File: src/rtl/regfile_param.sv
// regfile_param: parametrised two-read/one-write register file with an
// optional hardwired zero entry, optional write-to-read bypass, and a
// bulk-clear engine that wipes one entry per cycle without a reset.
//
//   state | meaning
//   IDLE  | normal operation; writes accepted, clear_req sampled
//   CLEAR | wiping entry[ptr] each cycle; writes dropped and flagged
module regfile_param #(
  parameter int WIDTH    = 8,
  parameter int DEPTH    = 8,
  parameter int ZERO_REG = 0,
  parameter int BYPASS   = 1,
  localparam int AW      = $clog2(DEPTH)
) (
  input  logic             clk,
  input  logic             reset,
  input  logic             reg_write,
  input  logic [AW-1:0]    rd,
  input  logic [AW-1:0]    rs,
  input  logic [WIDTH-1:0] data_in,
  output logic [WIDTH-1:0] out_rd,
  output logic [WIDTH-1:0] out_rs,
  input  logic             clear_req,
  output logic             busy,
  output logic             clear_done,
  output logic             wr_drop
);

  typedef enum logic {IDLE, CLEAR} state_t;

  localparam logic [AW-1:0] LAST = AW'(DEPTH - 1);

  state_t           state;
  state_t           state_nx;
  logic [AW-1:0]    ptr;
  logic [AW-1:0]    ptr_nx;
  logic             done_nx;
  logic             wr_ok;
  logic [WIDTH-1:0] mem [DEPTH];

  // A write lands only when the clear engine is idle and it does not target
  // the hardwired zero entry; a zero-entry write is dropped without a flag.
  assign wr_ok = reg_write && !busy && !((ZERO_REG != 0) && (rd == '0));

  // Next-state logic for the clear sequencer; the pointer wraps to 0 on its own.
  always_comb begin
    state_nx = state;
    ptr_nx   = ptr;
    done_nx  = 1'b0;
    case (state)
      IDLE: begin
        if (clear_req) begin
          state_nx = CLEAR;
          ptr_nx   = '0;
        end
      end
      CLEAR: begin
        ptr_nx = ptr + AW'(1);
        if (ptr == LAST) begin
          state_nx = IDLE;
          done_nx  = 1'b1;
        end
      end
      default: begin
        state_nx = IDLE;
        ptr_nx   = '0;
      end
    endcase
  end

  // Sequencer registers and the registered status flags.
  always_ff @(posedge clk or posedge reset) begin
    if (reset) begin
      state      <= IDLE;
      ptr        <= '0;
      busy       <= 1'b0;
      clear_done <= 1'b0;
      wr_drop    <= 1'b0;
    end else begin
      state      <= state_nx;
      ptr        <= ptr_nx;
      busy       <= (state_nx == CLEAR);
      clear_done <= done_nx;
      wr_drop    <= reg_write && busy;
    end
  end

  // Storage array: cleared by reset or by the engine; a write and an engine
  // clear can never coincide because writes need busy low.
  always_ff @(posedge clk or posedge reset) begin
    if (reset) begin
      for (int i = 0; i < DEPTH; i++) begin
        mem[i] <= '0;
      end
    end else begin
      if (state == CLEAR) begin
        mem[ptr] <= '0;
      end
      if (wr_ok) begin
        mem[rd] <= data_in;
      end
    end
  end

  // First read port; it shares its address with the write port.
  always_comb begin
    out_rd = mem[rd];
    if ((BYPASS != 0) && wr_ok) begin
      out_rd = data_in;
    end
    if ((ZERO_REG != 0) && (rd == '0)) begin
      out_rd = '0;
    end
  end

  // Second read port, bypassing only when it matches the accepted write.
  always_comb begin
    out_rs = mem[rs];
    if ((BYPASS != 0) && wr_ok && (rs == rd)) begin
      out_rs = data_in;
    end
    if ((ZERO_REG != 0) && (rs == '0)) begin
      out_rs = '0;
    end
  end

endmodule

File: config.mk
export PLATFORM = sky130hd
export DESIGN_NAME = regfile_param
export DESIGN_NICKNAME = d
export VERILOG_FILES = /design/src/rtl/regfile_param.sv
export SDC_FILE = /design/constraint.sdc
export NUM_CORES = 1
export LEC_CHECK = 0
export CORE_MARGIN = 8
export CORE_UTILIZATION = 45
export DETAILED_ROUTE_END_ITERATION = 10
export GPL_TIMING_DRIVEN = 0
export SKIP_LAST_GASP = 1
export SYNTH_ARGS = -nofsm -noshare
export SYNTH_HDL_FRONTEND = slang
export SYNTH_SLANG_ARGS = --single-unit
File: constraint.sdc
create_clock -name clk -period 2.4 [get_ports clk]
set_clock_uncertainty 0.05 [all_clocks]
set_input_delay 0.36 -clock clk [delete_from_list [all_inputs] [get_ports clk]]
set_output_delay 0.36 -clock clk [all_outputs]
set_load 0.1 [all_outputs]
# Word level (Yosys, flattened, before mapping)
# Cells that the tools add are included.
# Widths: inputs -> output; s select.
dict set report op_classes {
  n_addsub 1
  magnitude_cmp 5
  n_eq_ne 3
  n_mux 22
  n_bitwise 6
  n_reduce_logical 6
}
# op count
set op_table {}
lappend op_table {{$mux 64} 2}
lappend op_table {{$and 64x64->64} 1}
lappend op_table {{$bwmux 64} 1}
lappend op_table {{$mux 8} 8}
lappend op_table {{$not 64->64} 1}
lappend op_table {{$bmux 8 s3} 2}
lappend op_table {{$demux 8 s3} 2}
lappend op_table {{$ge 4x4->1 const B} 3}
lappend op_table {{$not 3->4} 3}
lappend op_table {{$lt 4x1->1 const B} 2}
lappend op_table {{$pmux 3 s2} 1}
lappend op_table {{$logic_and 1x1->1} 5}
lappend op_table {{$mux 1} 4}
lappend op_table {{$add 3x1->3 const B} 1}
lappend op_table {{$eq 3x3->1} 1}
lappend op_table {{$eq 3x3->1 const B} 1}
lappend op_table {{$mux 3} 1}
lappend op_table {{$ne 2x2->1 const B} 1}
lappend op_table {{$pmux 1 s2} 1}
lappend op_table {{$logic_not 1->1} 1}
lappend op_table {{$not 1->1} 1}
dict set report word_totals {
  regBits 70
  input_bits 18
  output_inout_bits 19
  elab_cells 55
}

# Longest topological paths before layout
# Gate-level depths: netlist of run 1.
dict set report logic_depth {
  word_depth 10
  depth_mapped 7
  depth_no_buf 4
}

# Least setup slack after synthesis of run 1
# OpenSTA, ideal clock, no wires.
dict set report synth_timing {
  kind {register -> output}
  start {reg state (netlist name)}
  end {out out_rd[0]}
  arrival_time_ps 3130
  t_required_ps 1990
  setup_slack_ps -1140
  stages_incl_launch_ff 6
  path_buffers 2
  cell_sequence {dfrtp_1 nand2b_1 buf_4 buf_2 nor2_1 a31oi_1}
}
# item line_no
set synth_rtl {}
lappend synth_rtl {{end: declaration} 21} ;# output logic [WIDTH-1:0] out_rd,

# Worst setup path in the final report of run 1
dict set report layout_timing {
  start {in rs[1]}
  end {out out_rs[1]}
}
dict set report layout_via {
  elab_chain_len 5
  word_cells_on_any_way 7
  cone_classes {eq/ne (1); mux (4); bitwise (1); reduce/logical (1)}
}
# item line_no
set layout_rtl {}
lappend layout_rtl {{start: declaration} 19} ;# input logic [AW-1:0] rs,
lappend layout_rtl {{$not 3->4 (not written as such)} 118} ;# out_rs = mem[rs];
lappend layout_rtl {{$bmux 8 s3} 118}
lappend layout_rtl {{$mux 8 (not written as such) (2 in a row)} 118}
lappend layout_rtl {{$mux 8 (*)} 119} ;# if ((BYPASS != 0) && wr_ok && (rs == rd)) begin
lappend layout_rtl {{end: declaration} 22} ;# output logic [WIDTH-1:0] out_rs,
# Mark *: on every way between the ends. The rest lies on a longest branch, timed or not. The select of a mux whose other input is x is not followed.

==> flow_summary_export.csv, run 1 <==
group,metric,value,unit
floorplanning,placement_rows,35,
logic_synthesis,post_synth_instance_area,4250,µm²
worst_setup_path,worstPathCellList,"buf_2, clkbuf_4, mux4_2, mux2i_1, a21oi_4, buf_4",
logic_synthesis,post-synth-top-area-cell,"sky130_fd_sc_hd__dfrtp_1",
floorplanning,placeableCoreArea,9200,µm²
pwr,total_leakage_power,2.14,nW
place,dp_hpwl,9360,µm
logic_synthesis,postSynthAreaPerCell,9.20,µm²
route,routed_wl,12700,µm
hold_path,hold_end,"mem[44]$_DFF_PP0_",
place,place_congestion,0.809,
clocking,cts_clk_pin_slew_worst_paths,80,ps
timing,clock.fmax,432,MHz
hold_path,holdCritPathClass,"in2reg",
timing,fin_crit,2320,ps
worst_setup_path,type_of_the_setup_path_with_the_least_slack,"in2out",
place,post-place-ws,-1110,ps
final_layout,finalNonFillerCells,613,
worst_setup_path,cpMaxStageDelayCell,"sky130_fd_sc_hd__mux4_2",
pwr,pwr_per_cell_area,1230,nW/µm²
timing,tightest_slew,971,ps
worst_setup_path,setup.worst_path.end_class,"primary output",
global_routing,grtUsageTotal,20.7,%
global_routing,grt_start_max_net_pins,71,
worst_setup_path,peak_per_stage_delay_on_the_critical_path,360,ps
timing,finalSetupTns,0,ps
pwr,ir_drop_worst_case_vdd,1040,µV
logic_synthesis,synth_enable_flop_cells,0,
logic_synthesis,synth_largest_type_area_fraction,41.2,%
floorplanning,die-area,12800,µm²
route,drt_first_iter_violations,253,
final_layout,syn_to_final_growth,17.8,%
run,drv.max_cap_violation_count,0,
clocking,cts_buf_count,9,
timing,max_slew_margin,35.0,%
worst_setup_path,crit_arrival,1910,ps
route,drc,0,
worst_setup_path,r2r-start,"state$_DFF_PP0_",
logic_synthesis,synth_seq_area_share,41.2,%
clocking,tritoncts_clock_tree,"built",
floorplanning,die_width,113,µm
run_status,status,"finished, final reports clean",
logic_synthesis,ys_types,43,
global_routing,grt_pass1_wl,20200,µm
timing,finalWorstSetupSlack,83.8,ps
final_layout,antenna_diode_instance_count,0,
place,io_buffer_count,22,
timing,setup_failing_eps_final,0,
logic_synthesis,synth_seq_cells,70,
final_layout,final_net_count,517,
clocking,htree_num_levels,3,
worst_setup_path,timing.reg2reg.setup_slack,630,ps
hold_path,hp-start,"rd[2]",
clocking,cts_sinks,70,
place,dpl_cell_area,4770,µm²
route,vias,3591,
worst_setup_path,reg2regPathDepth,6,
worst_setup_path,worstReg2RegEnd,"mem[56]$_DFF_PP0_",
logic_synthesis,synth_ff_type,"sky130_fd_sc_hd__dfrtp_1",
final_layout,filler_cell_count,843,
timing,hold_violations,0,
floorplanning,vert_die_dim,113,µm
worst_setup_path,crit_path_start_kind,"primary input",
logic_synthesis,yosys_warnings,0,
timing,slew_violations,0,
logic_synthesis,netlist_top_cells_area,"sky130_fd_sc_hd__dfrtp_1 (41%), sky130_fd_sc_hd__nand2_1 (12%), sky130_fd_sc_hd__mux4_2 (9.5%), sky130_fd_sc_hd__o21ai_1 (4.9%), sky130_fd_sc_hd__mux2i_1 (3.5%)",
route,residual_antenna_violating_net_count_after_detailed_routing,0,
global_routing,grt_remaining_overflow,0,
clocking,clockRootBuffer,"sky130_fd_sc_hd__clkbuf_8",
logic_synthesis,mappedNetlistNets,482,
timing,hold_slack,360,ps
global_routing,antenna_found_initial,0,
hold_path,min_path_cells,3,
place,post-place-cells,595,
worst_setup_path,critPathRequiredTime,1990,ps
route,drt-pass1-iter-count,5,
floorplanning,initial_utilization,46.2,%
logic_synthesis,synth_cells,462,
timing,rsz0062_at_grt,"no",
logic_synthesis,synth_async_sr_flop_share,100,%
clocking,ctsLongestPathBuffers,2,
final_layout,final_design_area_no_fill,5010,µm²
global_routing,via_count_of_the_first_global_routing_pass,3657,
clocking,clock_insertion_delay_worst_skew,350,ps
route,via_per_inst,5.86,
floorplanning,ios,37,
worst_setup_path,crit_path_max_fanout,10,
timing,final_min_period_over_clock_period,96.5,%
route,wl_per_cell,20.8,µm
final_layout,final_layout_size_suffix_gt1_share,20.9,%
==> cell type report <==
| cell class | instances | area (µm²) | share of cell area (%) |
|---|---|---|---|
| buffer | 36 | 260 | 5.20 |
| clock buffer | 12 | 145 | 2.90 |
| clock inverter | 4 | 70.1 | 1.40 |
| inverter | 1 | 6.26 | 0.125 |
| multi-input combinational | 355 | 2420 | 48.3 |
| sequential | 70 | 1750 | 35.0 |
| tap | 111 | 139 | 2.77 |
| timing repair buffer | 24 | 216 | 4.32 |
==> cells in the mapped netlist (all sizes together), types with 2 or more instances <==
cell type / n
mux2i: 15
mux4: 18
nor3: 3
nor2: 22
dfrtp: 70
nand2b: 8
a22o: 2
ha: 2
a31oi: 5
buf: 26
o22ai: 2
xnor2: 3
o22a: 4
nand4: 2
nor3b: 2
a221oi: 4
clkbuf: 10
a21oi: 17
or2: 2
and2: 3
a22oi: 8
nand3: 13
nand2: 139
o21ai: 60
nor2b: 6
o31ai: 2
mux2: 9
==> through the flow <==
stage               util, %  total power [mW]
floorplan                 -              4.32
global placement       51.8              5.04
detailed placement     51.9              5.10
CTS                    54.0              6.15
global route           54.4              6.52
finish                 54.4              6.17
==> kinds of logic (layout without fill, tap and decap cells) <==
logic type	Yosys count	after routing	share of synthesized area [%]
xor gates and xnor gates	3	3	0.795
DFF	70	70	41.2
buffers and inverters	37	77	5.83
AOI/OAI and AO/OA	105	105	14.1
muxes	42	42	15.5
adders and majority gates	2	2	0.589
and+or+nand+nor	203	203	21.9
==> repair_timing <==
action                     CTS  global route
cloned                       0             0
pin swaps                    1             0
resized for setup           99            12
setup buffers                2             0
setup endpoints to repair   16             9
hold buffers                 0             0
==> per-layer routing <==
metal	GRT usage (%)	part of all wire (%)	vias up
li1	-	-	1678
met1	25.7	42	1775
met2	34.6	49	124
met3	4.42	6.3	14
met4	8.08	1.9	0
met5	0	0	-
==> sequential cells by signal, indices dropped and copies added, names as in the netlist <==
name	flops
wr_drop	1
clear_done	1
ptr	3
mem	64
state	1
==> worst max-delay path, delay by kind of cell <==
kind,cells,cell delay (ps)
buf+inv,3,820
mux,2,630
compound gates,1,80
==> worst max path at each step <==
stage	slack (ps)	cells past startpoint	to	start
after floorplan	40	5	out_rd[0]	state$_DFF_PP0_
after global placement	-1220	2	state$_DFF_PP0_	reset
after detailed placement	-1110	6	out_rs[3]	reg_write
after CTS	9	1	busy	state$_DFF_PP0_
after global routing	0.09	5	out_rd[3]	mem[19]$_DFF_PP0_
final	80	6	out_rs[1]	rs[1]
==> cell usage in the layout (no fill, tap or decap), types with 9 or more instances in the layout <==
cell                         n
sky130_fd_sc_hd__nor2_1     20
sky130_fd_sc_hd__a21oi_1     9
sky130_fd_sc_hd__buf_6      10
sky130_fd_sc_hd__clkbuf_8   10
sky130_fd_sc_hd__o21ai_1    42
sky130_fd_sc_hd__mux4_2     18
sky130_fd_sc_hd__buf_2      10
sky130_fd_sc_hd__mux2i_1    15
sky130_fd_sc_hd__nand3_1    13
sky130_fd_sc_hd__nand2_1   139
sky130_fd_sc_hd__buf_4      19
sky130_fd_sc_hd__o21ai_0    18
sky130_fd_sc_hd__dfrtp_1    69
sky130_fd_sc_hd__clkbuf_1   12
==> power breakdown <==
part / switching [mW] / total, mW / internal, mW
combinational: 2.02 / 3.00 / 0.980
sequential: 0.449 / 2.08 / 1.63
clock: 0.474 / 1.09 / 0.612
total: 2.95 / 6.17 / 3.23
Power figures use the tool's default switching activity.
==> inputs of run 2 (changes only) <==
--- a/config.mk
+++ b/config.mk
@@ -8,7 +8,6 @@
 export CORE_MARGIN = 8
 export CORE_UTILIZATION = 45
 export DETAILED_ROUTE_END_ITERATION = 10
-export GPL_TIMING_DRIVEN = 0
 export SKIP_LAST_GASP = 1
 export SYNTH_ARGS = -nofsm -noshare
 export SYNTH_HDL_FRONTEND = slang
==> flow_summary_export.csv, run 2 (synthesis gave the netlist of run 1 again) <==
group,metric,value,unit
final_layout,layout.core_utilization,62.7,%
worst_setup_path,crit_arrival,1970,ps
floorplanning,placement_rows,35,
clocking,clockRootBuffer,"sky130_fd_sc_hd__clkbuf_8",
final_layout,antenna_diode_instance_count,0,
route,drt-pass1-iter-count,5,
floorplanning,die-area,12800,µm²
worst_setup_path,r2r-start,"state$_DFF_PP0_",
final_layout,finalNonFillerCells,653,
pwr,ir_drop_worst_case_vdd,1030,µV
place,place_congestion,0.889,
clocking,cts_hold_repair.buffers,0,
clocking,tritoncts_clock_tree,"built",
timing,finalWorstSetupSlack,24.6,ps
worst_setup_path,crit_path_max_fanout,8,
route,residual_antenna_violating_net_count_after_detailed_routing,0,
worst_setup_path,critPathRequiredTime,1990,ps
route,drt_first_iter_violations,254,
floorplanning,ios,37,
worst_setup_path,type_of_the_setup_path_with_the_least_slack,"in2out",
final_layout,final_layout_size_suffix_gt1_share,30.3,%
global_routing,grt_start_max_net_pins,38,
run_status,status,"finished, final reports clean",
clocking,htree_num_levels,3,
place,post-place-cells,630,
route,via_per_inst,5.94,
pwr,pwr_per_cell_area,1170,nW/µm²
floorplanning,placeableCoreArea,9200,µm²
clocking,cts_sinks,70,
clocking,cts_buf_count,9,
global_routing,antenna_found_initial,0,
timing,slew_violations,0,
timing,finalSetupTns,0,ps
final_layout,layout_top_registers,"mem x64, ptr x3",
timing,hold_violations,0,
final_layout,most-common-layout-cells,"sky130_fd_sc_hd__nand2_1 (139), sky130_fd_sc_hd__dfrtp_1 (69), sky130_fd_sc_hd__buf_4 (53), sky130_fd_sc_hd__o21ai_1 (42), sky130_fd_sc_hd__buf_12 (22)",
worst_setup_path,crit_path_start_kind,"primary input",
final_layout,largest_register_ffs,64,
pwr,total_leakage_power,2.49,nW
clocking,clock_insertion_delay_worst_skew,350,ps
final_layout,final_net_count,557,
floorplanning,vert_die_dim,113,µm
worst_setup_path,setup.worst_path.end_class,"primary output",
timing,hold_slack,363,ps
timing,fin_crit,2380,ps
timing,rsz0062_at_grt,"yes",
worst_setup_path,reg2regPathDepth,4,
route,vias,3882,
worst_setup_path,worstReg2RegEnd,"mem[10]$_DFF_PP0_",
run,drv.max_cap_violation_count,0,
final_layout,syn_to_final_growth,35.7,%
timing,tightest_slew,633,ps
floorplanning,initial_utilization,46.2,%
route,drc,0,
clocking,ctsLongestPathBuffers,2,
timing,final_min_period_over_clock_period,99.0,%
clocking,cts_clk_pin_slew_worst_paths,80,ps
final_layout,ff_latch_area,1750,µm²
final_layout,layout_commonest_cell,"sky130_fd_sc_hd__nand2_1",
global_routing,grtUsageTotal,22.7,%
final_layout,area_of_combinational_cells_with_multiple_inputs,2480,µm²
global_routing,grt_remaining_overflow,0,
route,routed_wl,13800,µm
timing,clock.fmax,421,MHz
place,io_buffer_count,36,
route,wl_per_cell,21.1,µm
global_routing,grt_pass1_wl,22200,µm
hold_path,holdCritPathClass,"in2async",
global_routing,via_count_of_the_first_global_routing_pass,3853,
floorplanning,die_width,113,µm
final_layout,regMostFlops,"mem",
worst_setup_path,timing.reg2reg.setup_slack,590,ps
final_layout,filler_cell_count,757,
place,post-place-ws,-239,ps
worst_setup_path,setup.worst_path.start,"rd[2]",
timing,max_slew_margin,57.7,%
place,dp_hpwl,9740,µm
timing,setup_failing_eps_final,0,
## run 2: cell types whose count changed in the layout (fill, tap and decap cells not counted), moves of 3 or more
cell,delta
sky130_fd_sc_hd__buf_12,+21
sky130_fd_sc_hd__buf_6,-6
sky130_fd_sc_hd__buf_8,-3
sky130_fd_sc_hd__a221oi_1,-3
sky130_fd_sc_hd__clkdlybuf4s50_1,+8
sky130_fd_sc_hd__nor2_2,+8
sky130_fd_sc_hd__bufbuf_16,+4
sky130_fd_sc_hd__mux2i_2,+3
sky130_fd_sc_hd__buf_2,-10
sky130_fd_sc_hd__clkbuf_1,-12
sky130_fd_sc_hd__nor2_1,-8
sky130_fd_sc_hd__mux2i_1,-4
sky130_fd_sc_hd__buf_4,+34
sky130_fd_sc_hd__a221oi_2,+3
## run 2: metal layers
metal  vias to the layer above  track usage (%)  routed length [µm]
met2                       181             35.2                6440
li1                       1769                -                   -
met5                         -                0                   0
met4                         0             10.7                 512
met1                      1892             29.3                5830
met3                        40             5.27                1000
## run 2: critical path, stage by stage
cell and delay [ps]:
sky130_fd_sc_hd__clkdlybuf4s15_1 250, sky130_fd_sc_hd__bufbuf_16 310, sky130_fd_sc_hd__nor2b_1 120, sky130_fd_sc_hd__buf_4 150, sky130_fd_sc_hd__a221oi_1 290, sky130_fd_sc_hd__a21oi_1 70, sky130_fd_sc_hd__o22a_1 220, sky130_fd_sc_hd__buf_12 180
## run 2: how the worst max path moves through the flow
| stage | endpoint | cells after the start |
|---|---|---|
| 4_1_cts | out_rs[0] | 6 |
| 3_3_place_gp | out_rs[7] | 7 |
| 5_1_grt | out_rd[3] | 8 |
| 2_1_floorplan | out_rd[0] | 5 |
| 3_5_place_dp | out_rs[5] | 9 |
| 6_report | out_rd[3] | 8 |
## run 2: per-stage QoR
stage / cell area, µm² / power, mW
finish: 5770 / 6.74
global route: 5770 / 7.07
CTS: 5770 / 6.75
detailed placement: 5320 / 5.58
global placement: 5320 / 5.50
floorplan: 4410 / 4.32
## run 2: report_power, final
part	leakage, nW	total (mW)	internal [mW]	switching (mW)
Clock	0.108	1.08	0.609	0.473
Sequential	0.947	2.08	1.63	0.451
Combinational	1.44	3.57	1.39	2.18
Total	2.49	6.74	3.63	3.10
## run 2: repair_timing
action,4_1_cts,5_1_grt
setup endpoints to repair,15,10
pin swaps,2,3
setup buffers,3,0
resized for setup,28,5
gates cloned,4,0
## run 2: final cells by class
cell class	instances	area share (%)
clock buffer	10	2.39
multi-input combinational	355	43.0
sequential	70	30.4
clock inverter	6	1.48
tap	111	2.41
inverter	1	0.0651
timing repair buffer	100	20.3
